===== config.mk =====
export PLATFORM = sky130hd
export DESIGN_NAME = hazard_scoreboard
export DESIGN_NICKNAME = d
export VERILOG_FILES = /design/src/rtl/hazard_scoreboard.sv
export SDC_FILE = /design/constraint.sdc
export NUM_CORES = 1
export LEC_CHECK = 0
export CORE_MARGIN = 8
export CORE_UTILIZATION = 65
export DETAILED_ROUTE_END_ITERATION = 12
export PLACE_DENSITY = 0.88
export SKIP_LAST_GASP = 1
export SLEW_MARGIN = 15
export SYNTH_ARGS = -nofsm -noshare
export SYNTH_HDL_FRONTEND = slang
export SYNTH_SLANG_ARGS = --single-unit

===== constraint.sdc =====
create_clock -name clk -period 9.1 [get_ports clk]
set_input_delay 1.82 -clock clk [delete_from_list [all_inputs] [get_ports clk]]
set_output_delay 1.82 -clock clk [all_outputs]
set_load 0.05 [all_outputs]

===== src/rtl/hazard_scoreboard.sv =====
// Producer-side hazard scoreboard: per-register cycles-until-forwardable plus long-unit occupancy.
// Optional stall-cycle counter enabled by defining HAZARD_STALL_PERF_EN.
module hazard_scoreboard #(
    parameter int LAT_W = 3,
    parameter int NREG  = 32
) (
    input  logic             clk,
    input  logic             rst,
    input  logic             id_valid,
    input  logic [4:0]       id_rs1_addr,
    input  logic [4:0]       id_rs2_addr,
    input  logic             id_uses_rs1,
    input  logic             id_uses_rs2,
    input  logic             id_RegWrite,
    input  logic [4:0]       id_rd_addr,
    input  logic [LAT_W-1:0] id_lat,
    input  logic             id_long,
    input  logic             long_done,
    input  logic             flush,
    output logic             stall,
    output logic             PC_write,
    output logic             IFID_write,
    output logic             ID_bubble,
    output logic             long_busy,
    output logic [31:0]      stall_count
);

    typedef enum logic {L_IDLE, L_BUSY} lstate_t;

    localparam logic [LAT_W-1:0] LAT_ONE = LAT_W'(1);
    localparam logic [LAT_W-1:0] LAT_TWO = LAT_W'(2);

    lstate_t          lstate;
    logic [LAT_W-1:0] cnt [NREG];
    logic             rs1_haz;
    logic             rs2_haz;
    logic             raw_haz;
    logic             struct_haz;
    logic             issue;
    logic [LAT_W-1:0] eff_lat;

    // An entry still >= 2 means the producer cannot forward into EX next cycle.
    always_comb begin
        rs1_haz = id_uses_rs1 && (id_rs1_addr != 5'd0) && (cnt[id_rs1_addr] >= LAT_TWO);
        rs2_haz = id_uses_rs2 && (id_rs2_addr != 5'd0) && (cnt[id_rs2_addr] >= LAT_TWO);
    end

    assign raw_haz    = id_valid && (rs1_haz || rs2_haz);
    assign struct_haz = id_valid && id_long && (lstate == L_BUSY) && !long_done;
    assign stall      = (raw_haz || struct_haz) && !flush;
    assign PC_write   = !stall;
    assign IFID_write = !stall;
    assign ID_bubble  = stall || flush;
    assign issue      = id_valid && !stall && !flush;
    assign eff_lat    = (id_lat == '0) ? LAT_ONE : id_lat;
    assign long_busy  = (lstate == L_BUSY);

    always_ff @(posedge clk) begin
        if (rst) begin
            for (int i = 0; i < NREG; i++) begin
                cnt[i] <= '0;
            end
            lstate <= L_IDLE;
        end else begin
            cnt[0] <= '0;
            // A fresh write to an entry wins over that entry's decrement.
            for (int i = 1; i < NREG; i++) begin
                if (issue && id_RegWrite && (id_rd_addr == 5'(i))) begin
                    cnt[i] <= eff_lat;
                end else if (cnt[i] != '0) begin
                    cnt[i] <= cnt[i] - LAT_ONE;
                end
            end
            case (lstate)
                L_IDLE: if (issue && id_long) lstate <= L_BUSY;
                L_BUSY: if (long_done && !(issue && id_long)) lstate <= L_IDLE;
                default: lstate <= L_IDLE;
            endcase
        end
    end

`ifdef HAZARD_STALL_PERF_EN
    always_ff @(posedge clk) begin
        if (rst) begin
            stall_count <= 32'h0;
        end else if (stall) begin
            stall_count <= stall_count + 32'h1;
        end
    end
`else
    assign stall_count = 32'h0;
`endif

endmodule


==> out/qor.yml <==
outcome:
  status: "finished clean"
critical_path:
  cp_data_arrival_time_ps: 5600
  r2r_slack_ps: 5450
  cp_cell_sequence: "clkdlybuf4s50_1 -> nor3_1 -> a21oi_1 -> mux4_2 -> o311a_1 -> o311ai_1 -> nand2_1 -> nand2_1 -> clkdlybuf4s50_1"
  slowest_delay_ps: 830
  crit_buf_inv: 2
  critPathSlowestCell: "clkdlybuf4s50_1"
  path_delay_family: "buffers and inverters"
  path_class: "input pin to output port"
  crit_fanout: 16
  critPathLaunchType: "input pin"
  required_ps: 7280
  critPathCaptureType: "output port"
die:
  dieWidth_um: 126.1
  io_pins: 64
  die_area_mm2: 0.01590
  initial_core_util_pct: 66.14
  fp.dieH_um: 126.1
  core_area_mm2: 0.01191
  rows: 40
cts:
  cts_tree: "done"
  cts_resized: 0
  clkTransAtPathRegs_ps: 70
  cts_inserted_buffers: 9
  cts_root_buf: "clkbuf_16"
  clock_path_buffers: 2
  clock_sinks: 94
  htree_levels: 3
  clock_latency_ps: 360
  post_cts.repair.setup_buffers: 0
  cts_hold_buffers: 0
routing:
  first_iter_violations: 685
  drtPass1Iterations: 5
  via_per_inst: 6.454
  ant_nets: 0
  drc: 0
  dr_total_vias: 6383
  routed_wl_um: 19350
  wl_per_cell_um: 19.57
global_routing:
  grt_use_met1_pct: 30.19
  antenna_found_initial: 0
  gr-total-overflow: 0
  grt_max_degree: 94
  met3_usage_pct: 4.852
  grt_pass1_vias: 6292
  grt_pass1_wl_um: 31490
  grt_usage_pct: 24.70
  busiest_layer: "met2"
  use_met2_pct: 41.35
synth:
  synth_most_common_cell: "nor2_1"
  post-synth-top-area-fraction_pct: 35.45
  synth.area.top_cells: "edfxtp_1 35%, ha_1 9.8%, mux2_2 5.3%"
  seq_area_frac_synth_pct: 35.70
  ys_seq_elements: 94
  yosys.area.top_type: "edfxtp_1"
  syn_avg_cell_area_um2: 9.458
  synthCells: 833
  synthArstFlopShare_pct: 0
  ys_types: 70
  synth_area_mm2: 0.007879
  synth_common_cells: "106 x nor2_1, 93 x edfxtp_1, 78 x inv_1"
  synth_warnings: 0
  synth_enable_flop_cells: 93
  ys.flop_type: "edfxtp_1"
timing:
  rsz0062_at_grt: "false"
  relSlewSlack_pct: 25.69
  final_max_slew_viol_count: 0
  fin_crit_sh_pct: 81.54
  timing.final.crit_period_ps: 7420
  fin_setup_tns_ps: 0
  tightestPinTransition_ps: 1112
  clock.fmax_mhz: 134.8
  timing.final.ws_setup_ps: 1680
  hold_viol_final: 0
  finalClockSkew_ps: 8.560
  finalSetupViolCount: 0
min_path:
  hold_path.class: "register to register"
placement:
  dp_slack_ps: 1709
  placedCellCount: 973
  hpwl_um: 14210
  io_buffers: 31
  gp_congestion: 0.9223
power_and_ir_drop:
  p_leak_nw: 3.420
  p_per_area_mw_per_mm2: 307.6
  max-vdd-ir-drop_v: 0.0001514
  p_total_w: 0.002596
cells_and_area:
  layout.cells.non_filler: 989
  area_delta_synth_final_pct: 7.114
  finish.utilization_pct: 70.85
  finalNetCount: 926
  diodes: 0
  drive_above_1_share_pct: 12.71
flow_run:
  drv_cap: 0
==> logic make-up after synthesis <==
| group | after synthesis | share of synthesized area (%) |
|---|---|---|
| AO/OA/AOI/OAI | 124 | 11.85 |
| XOR/XNOR | 2 | 0.2224 |
| adder cells (fa/ha/maj) | 62 | 9.846 |
| buffers and inverters | 156 | 9.433 |
| flip-flops | 94 | 35.70 |
| multiplexers | 75 | 10.96 |
| other | 1 | 0.04760 |
| AND/OR/NAND/NOR | 319 | 21.95 |
==> metrics by stage <==
stage	hold slack, ps	cell area, um^2
after floorplan	560.0	7995
after global placement	575.8	8107
after detailed placement	581.0	8107
after CTS	591.2	8439
after global routing	614.5	8439
final	587.8	8439
==> worst reg2reg max path: stages (launching register included) <==
cell and delay [ps]:
edfxtp_1 420, nor2_1 300, a21oi_1 140, mux4_2 480, o311a_1 160, o311a_1 420
nor3_4 460, buf_4 370, and3_1 310, mux2_2 350
==> state kept, by name, indices dropped and copies added, names as in the netlist <==
name and cells:
cnt 93, long_busy 1
==> worst paths after layout <==
check / end / startpoint / cells after the start
max: IFID_write / id_rs1_addr[1] / 9
min: cnt[4][0] / cnt[4][0] / 1
max reg2reg: cnt[5][2] / cnt[3][2] / 9
min reg2reg: cnt[4][0] / cnt[4][0] / 1
==> where the power goes <==
group | internal (W) | switching (W)
combinational | 0.000567 | 0.000684
clock | 0.000268 | 0.000167
sequential | 0.000760 | 0.000150
==> layout by cell type, fill, tap and decap left out, types with 18 or more instances in the layout <==
master	netlist	layout
clkdlybuf4s50_1	0	30
conb_1	1	32
edfxtp_1	93	93
ha_1	62	62
inv_1	78	78
mux2_2	37	37
mux2i_1	30	30
nand3_1	30	30
nor2_1	106	106
nor2b_1	29	28
nor3_1	37	37
o21ai_0	18	18
==> per-layer routing <==
layer  part of all wire [%]  up-vias
li1                       -     2974
met1                     41     3079
met2                     49      293
met3                    8.0       37
met4                    2.6        0
met5                      0        -
==> cell type report <==
type / instances / area, um^2
Sequential cell: 94 / 2813
Multi-Input combinational cell: 614 / 4442
Clock inverter: 5 / 100.1
Timing Repair Buffer: 40 / 375.4
Clock buffer: 11 / 232.7
Fill cell: 898 / 3472
Inverter: 78 / 292.8
Tap cell: 147 / 183.9
(Power assumes the default switching activity.)
==> RTL edit 1: new RTL, same flow settings <==
The parameter `LAT_W` goes from 3 to 6.
--- a/src/rtl/hazard_scoreboard.sv
+++ b/src/rtl/hazard_scoreboard.sv
@@ -3,3 +3,3 @@
 module hazard_scoreboard #(
-    parameter int LAT_W = 3,
+    parameter int LAT_W = 6,
     parameter int NREG  = 32
Interface: changed (resized id_lat); port bits go from 64 to 67. The function was not compared with the original's and may differ.
==> RTL edit 1 against the original RTL <==
  * Design area is 77% higher
  * Synthesized area is 78% higher
  * Worst setup slack worse by 29 ps
  * Synthesized cell count is 74% higher
  * Utilization is 0.11 points lower
  * Power is 97% higher
  * Global-route usage is 2.4 points higher
  * Wire length is 86% higher
  * Via count is 74% higher
  * Sequential cell count is 93 higher
  * Sequential power is 110% higher
  * Critical endpoint unchanged
  * Largest cell class unchanged
  * Highest routed layer is now met5
==> RTL edit 1: results <==
[global_route]
grt_pass1_vias = 10930
grt_usage_pct = 27.07
antenna_found_initial = 4
grt_use_met2_pct = 44.74
grt_max_degree = 82
groute.layer.met3.usage_pct = 5.485
grt_pass1_wl_um = 56770
met1_usage_pct = 32.71

[setup_path]
critPathMaxStageDelay_ps = 1050
r2r-start = "cnt[19][4]"
rr_endpoint = "cnt[26][1]"
critical_path_arrival_ps = 5630
cp-startpoint = "id_rs2_addr[1]"
r2r_slack_ps = 4350
path_max_fanout = 21
r2r_cells = 7

[clock_network]
cts_resized = 0
clock_latency_ps = 460
cts_made_buffers = 17
htreeDepth = 4

[drt]
met3_length_um = 3516
dr.pass1.iters = 6
route.met2.wl_um = 17280
wl_per_cell_um = 20.77
first_iter_violations = 1463
wirelength_met1_um = 13490
via_per_inst = 6.438

[power_and_ir_drop]
intPower_w = 0.003041
pwr-share-seq_pct = 36.6
ir_drop_uv = 156.3
pg_comb_w = 0.00248
pg_seq_w = 0.00187
total_leakage_power_nw = 6.061

[sta]
skew_ps = 11.29
tightest_slew_ps = 1150

[logic_synthesis]
yosys-top-cells-count = "243 x nor2_1, 186 x edfxtp_1, 132 x nand2_1"
async_reset_ff_share_pct = 0
ys_top_cells_by_area = "edfxtp_1 40%, mux2_2 9.1%, nor2_1 6.5%"
synth_edf_count = 186
seq_area_frac_synth_pct = 40.07

[placed_design]
dp_hpwl_um = 24780
place.gp.congestion = 0.9741
port_buffers = 34
dp_slack_ps = 1459
dpl_cell_area_um2 = 14340

[worst_hold_path]
min-delay-start = "long_busy"
holdPathStages = 2
hold_path_end = "long_busy"

[final_layout]
largest_reg_flops = 186
drive_above_1_share_pct = 13.09
nNetsFinal = 1532

[run_status]
status = "completed"
RTL edit 1: changes by cell type after synthesis, sizes merged, moves of 12 or more:
cell | unedited run | this run
mux2 | 40 | 125
nor2b | 29 | 12
o21ai | 22 | 42
or3 | 3 | 15
nor3 | 41 | 76
clkbuf | 31 | 56
or3b | 12 | 0
nor2 | 106 | 243
mux2i | 30 | 45
nand2 | 17 | 132
xnor2 | 2 | 55
edfxtp | 93 | 186
xor2 | 0 | 55
RTL edit 1: worst max path at each step:
stage	slack, ps	cells past startpoint	to
2_1_floorplan	2930	10	PC_write
3_3_place_gp	1670	9	PC_write
3_5_place_dp	1460	9	IFID_write
4_1_cts	1460	9	IFID_write
5_1_grt	1460	10	IFID_write
6_report	1650	10	IFID_write
RTL edit 1: area by class of cell:
cell class / instances / share of cell area (%)
Antenna cell: 3 / 0.05032
Inverter: 73 / 1.837
Sequential cell: 187 / 37.57
Clock buffer: 19 / 2.902
Tap cell: 275 / 2.306
Timing Repair Buffer: 42 / 2.634
Clock inverter: 12 / 0.9729
Multi-Input combinational cell: 1119 / 51.72
RTL edit 1: critical path: cells and delay by family:
family	cells	cell delay (ps)
buffers and inverters	2	1850
AOI/OAI and AO/OA	4	1350
and+or+nand+nor	4	590
RTL edit 1: cells by family (layout without fill, tap and decap cells):
logic type      after synthesis  in the layout  synth area share [%]
flops                       187            187                 40.07
xor+xnor                    110            110                 6.887
mux                         178            178                 14.84
buf+inv                     176            146                 5.742
compound gates              137            137                 7.209
fa+ha+maj                    62             62                 5.546
simple gates                600            600                 19.68
other cells                   1             35               0.02681
RTL edit 1: through the flow:
step	instances	util, %	hold slack, ps
after floorplan	1482	-	661.2
after global placement	1696	67.99	530.8
after detailed placement	1696	67.99	548.5
after CTS	1727	70.73	567.3
after global routing	1729	70.73	602.6
final	1730	70.74	573.5
==> RTL edit 2: new RTL, same settings <==
Without the edit above. Add a define of `HAZARD_STALL_PERF_EN`.
--- a/src/rtl/hazard_scoreboard.sv
+++ b/src/rtl/hazard_scoreboard.sv
@@ -2,2 +2,4 @@
 // Optional stall-cycle counter enabled by defining HAZARD_STALL_PERF_EN.
+`define HAZARD_STALL_PERF_EN
+
 module hazard_scoreboard #(
Formal check against the unedited RTL: not equivalent (Yosys sat finds a counterexample within 4 cycles, from zero or initial values and one cycle with rst high).
==> RTL edit 2 against the original RTL <==
  * Fmax down 0.26%
  * Sequential cell count up 32
  * Synthesized area up 22%
  * Worst setup slack worse by 19 ps
  * Power up 14%
  * Sequential share of layout area down 1.6 points
  * Wire length up 18%
  * Design area up 29%
  * Largest cell class unchanged
==> RTL edit 2: results <==
[run_status]
status = "completed"

[placed_design]
port_buffers = 63
dp_hpwl_um = 16090
place.gp.congestion = 0.9301

[power_and_ir_drop]
total_leakage_power_nw = 4.335
pwr-share-seq_pct = 34.8
ir_drop_uv = 155.6
cellPowerDensity_nw_per_um2 = 273.1
comb_power_share_pct = 41.9
p_sw_share_pct = 35.73

[setup_path]
critical_path_arrival_ps = 5620
path_max_fanout = 12
slowest_stage = "clkdlybuf4s50_1"
critPathMaxStageDelay_ps = 860

[global_route]
grt_use_met2_pct = 40.79
grt_pass1_vias = 7562
grt_usage_pct = 24.88
grt_max_degree = 120
met1_usage_pct = 29.24
groute.layer.met3.usage_pct = 7.403
grt_pass1_wl_um = 37190
antenna_found_initial = 2

[clock_network]
cts_made_buffers = 17
htreeDepth = 4
clock_latency_ps = 420

[final_layout]
drive_above_1_share_pct = 13.93
fill_cells = 1001
nNetsFinal = 1125

[logic_synthesis]
synth_compound_area_share_pct = 8.420
ys_top_cells_by_area = "edfxtp_1 29%, mux2_2 8.7%, ha_1 8.2%"
synth_fa_ha_area_share_pct = 8.225
synthDistinctLibCells = 62
synth_xor_area_share_pct = 0.8225
synth_mux_area_share_pct = 18.17
seq_area_frac_synth_pct = 36.03
yosys-top-cells-count = "129 x nor2_1, 93 x edfxtp_1, 74 x mux2_2"

[drt]
wl_per_cell_um = 18.57
first_iter_violations = 640
vias = 7682
dr.pass1.iters = 7

[sta]
relSlewSlack_pct = 26.32
skew_ps = 6.860
[RTL edit 2: cell types whose count changed in the layout (fill, tap and decap cells not counted), moves of 20 or more]
cell,before,now
nor2_1,106,129
mux2i_1,30,57
a21oi_1,16,36
dfxtp_1,1,33
conb_1,32,0
mux2_2,37,74
clkdlybuf4s50_1,30,62
nor2b_1,28,60
[RTL edit 2: metrics by stage]
step | worst slack, ps | cell area (µm²) | util, % | cells
floorplan | 2445 | 9584 | - | 1006
global placement | 1810 | 10280 | 71.02 | 1200
detailed placement | 1696 | 10280 | 71.02 | 1200
CTS | 1660 | 10870 | 75.08 | 1232
global route | 1407 | 10870 | 75.08 | 1232
finish | 1661 | 10870 | 75.08 | 1232
[RTL edit 2: worst paths after layout]
path,depth (start not counted),startpoint,to,slack [ps]
worst max-delay path,8,id_rs1_addr[0],stall,1660
worst min-delay path,2,long_busy,long_busy,500
worst max register to register,8,cnt[23][2],cnt[4][1],5260
worst min register to register,2,long_busy,long_busy,500
[RTL edit 2: cells by family after synthesis]
| group | Yosys count |
|---|---|
| compound gates | 106 |
| xor+xnor | 9 |
| fa+ha+maj | 63 |
| buf+inv | 137 |
| flops | 126 |
| mux | 149 |
| simple gates | 416 |
[RTL edit 2: final cells by class]
class                      count  share of cell area (%)
timing repair buffer          72                   6.400
clock inverter                10                   1.324
tap                          184                   2.118
multi-input combinational    743                   51.72
inverter                      75                   2.590
sequential                   126                   31.77
clock buffer                  22                   4.086
[RTL edit 2: per-layer routing]
layer	wire length, µm	vias up	part of all wire [%]
li1	-	3656	-
met1	9316	3628	41
met2	10880	327	48
met3	1997	67	8.7
met4	661	4	2.9
met5	22	-	0.096
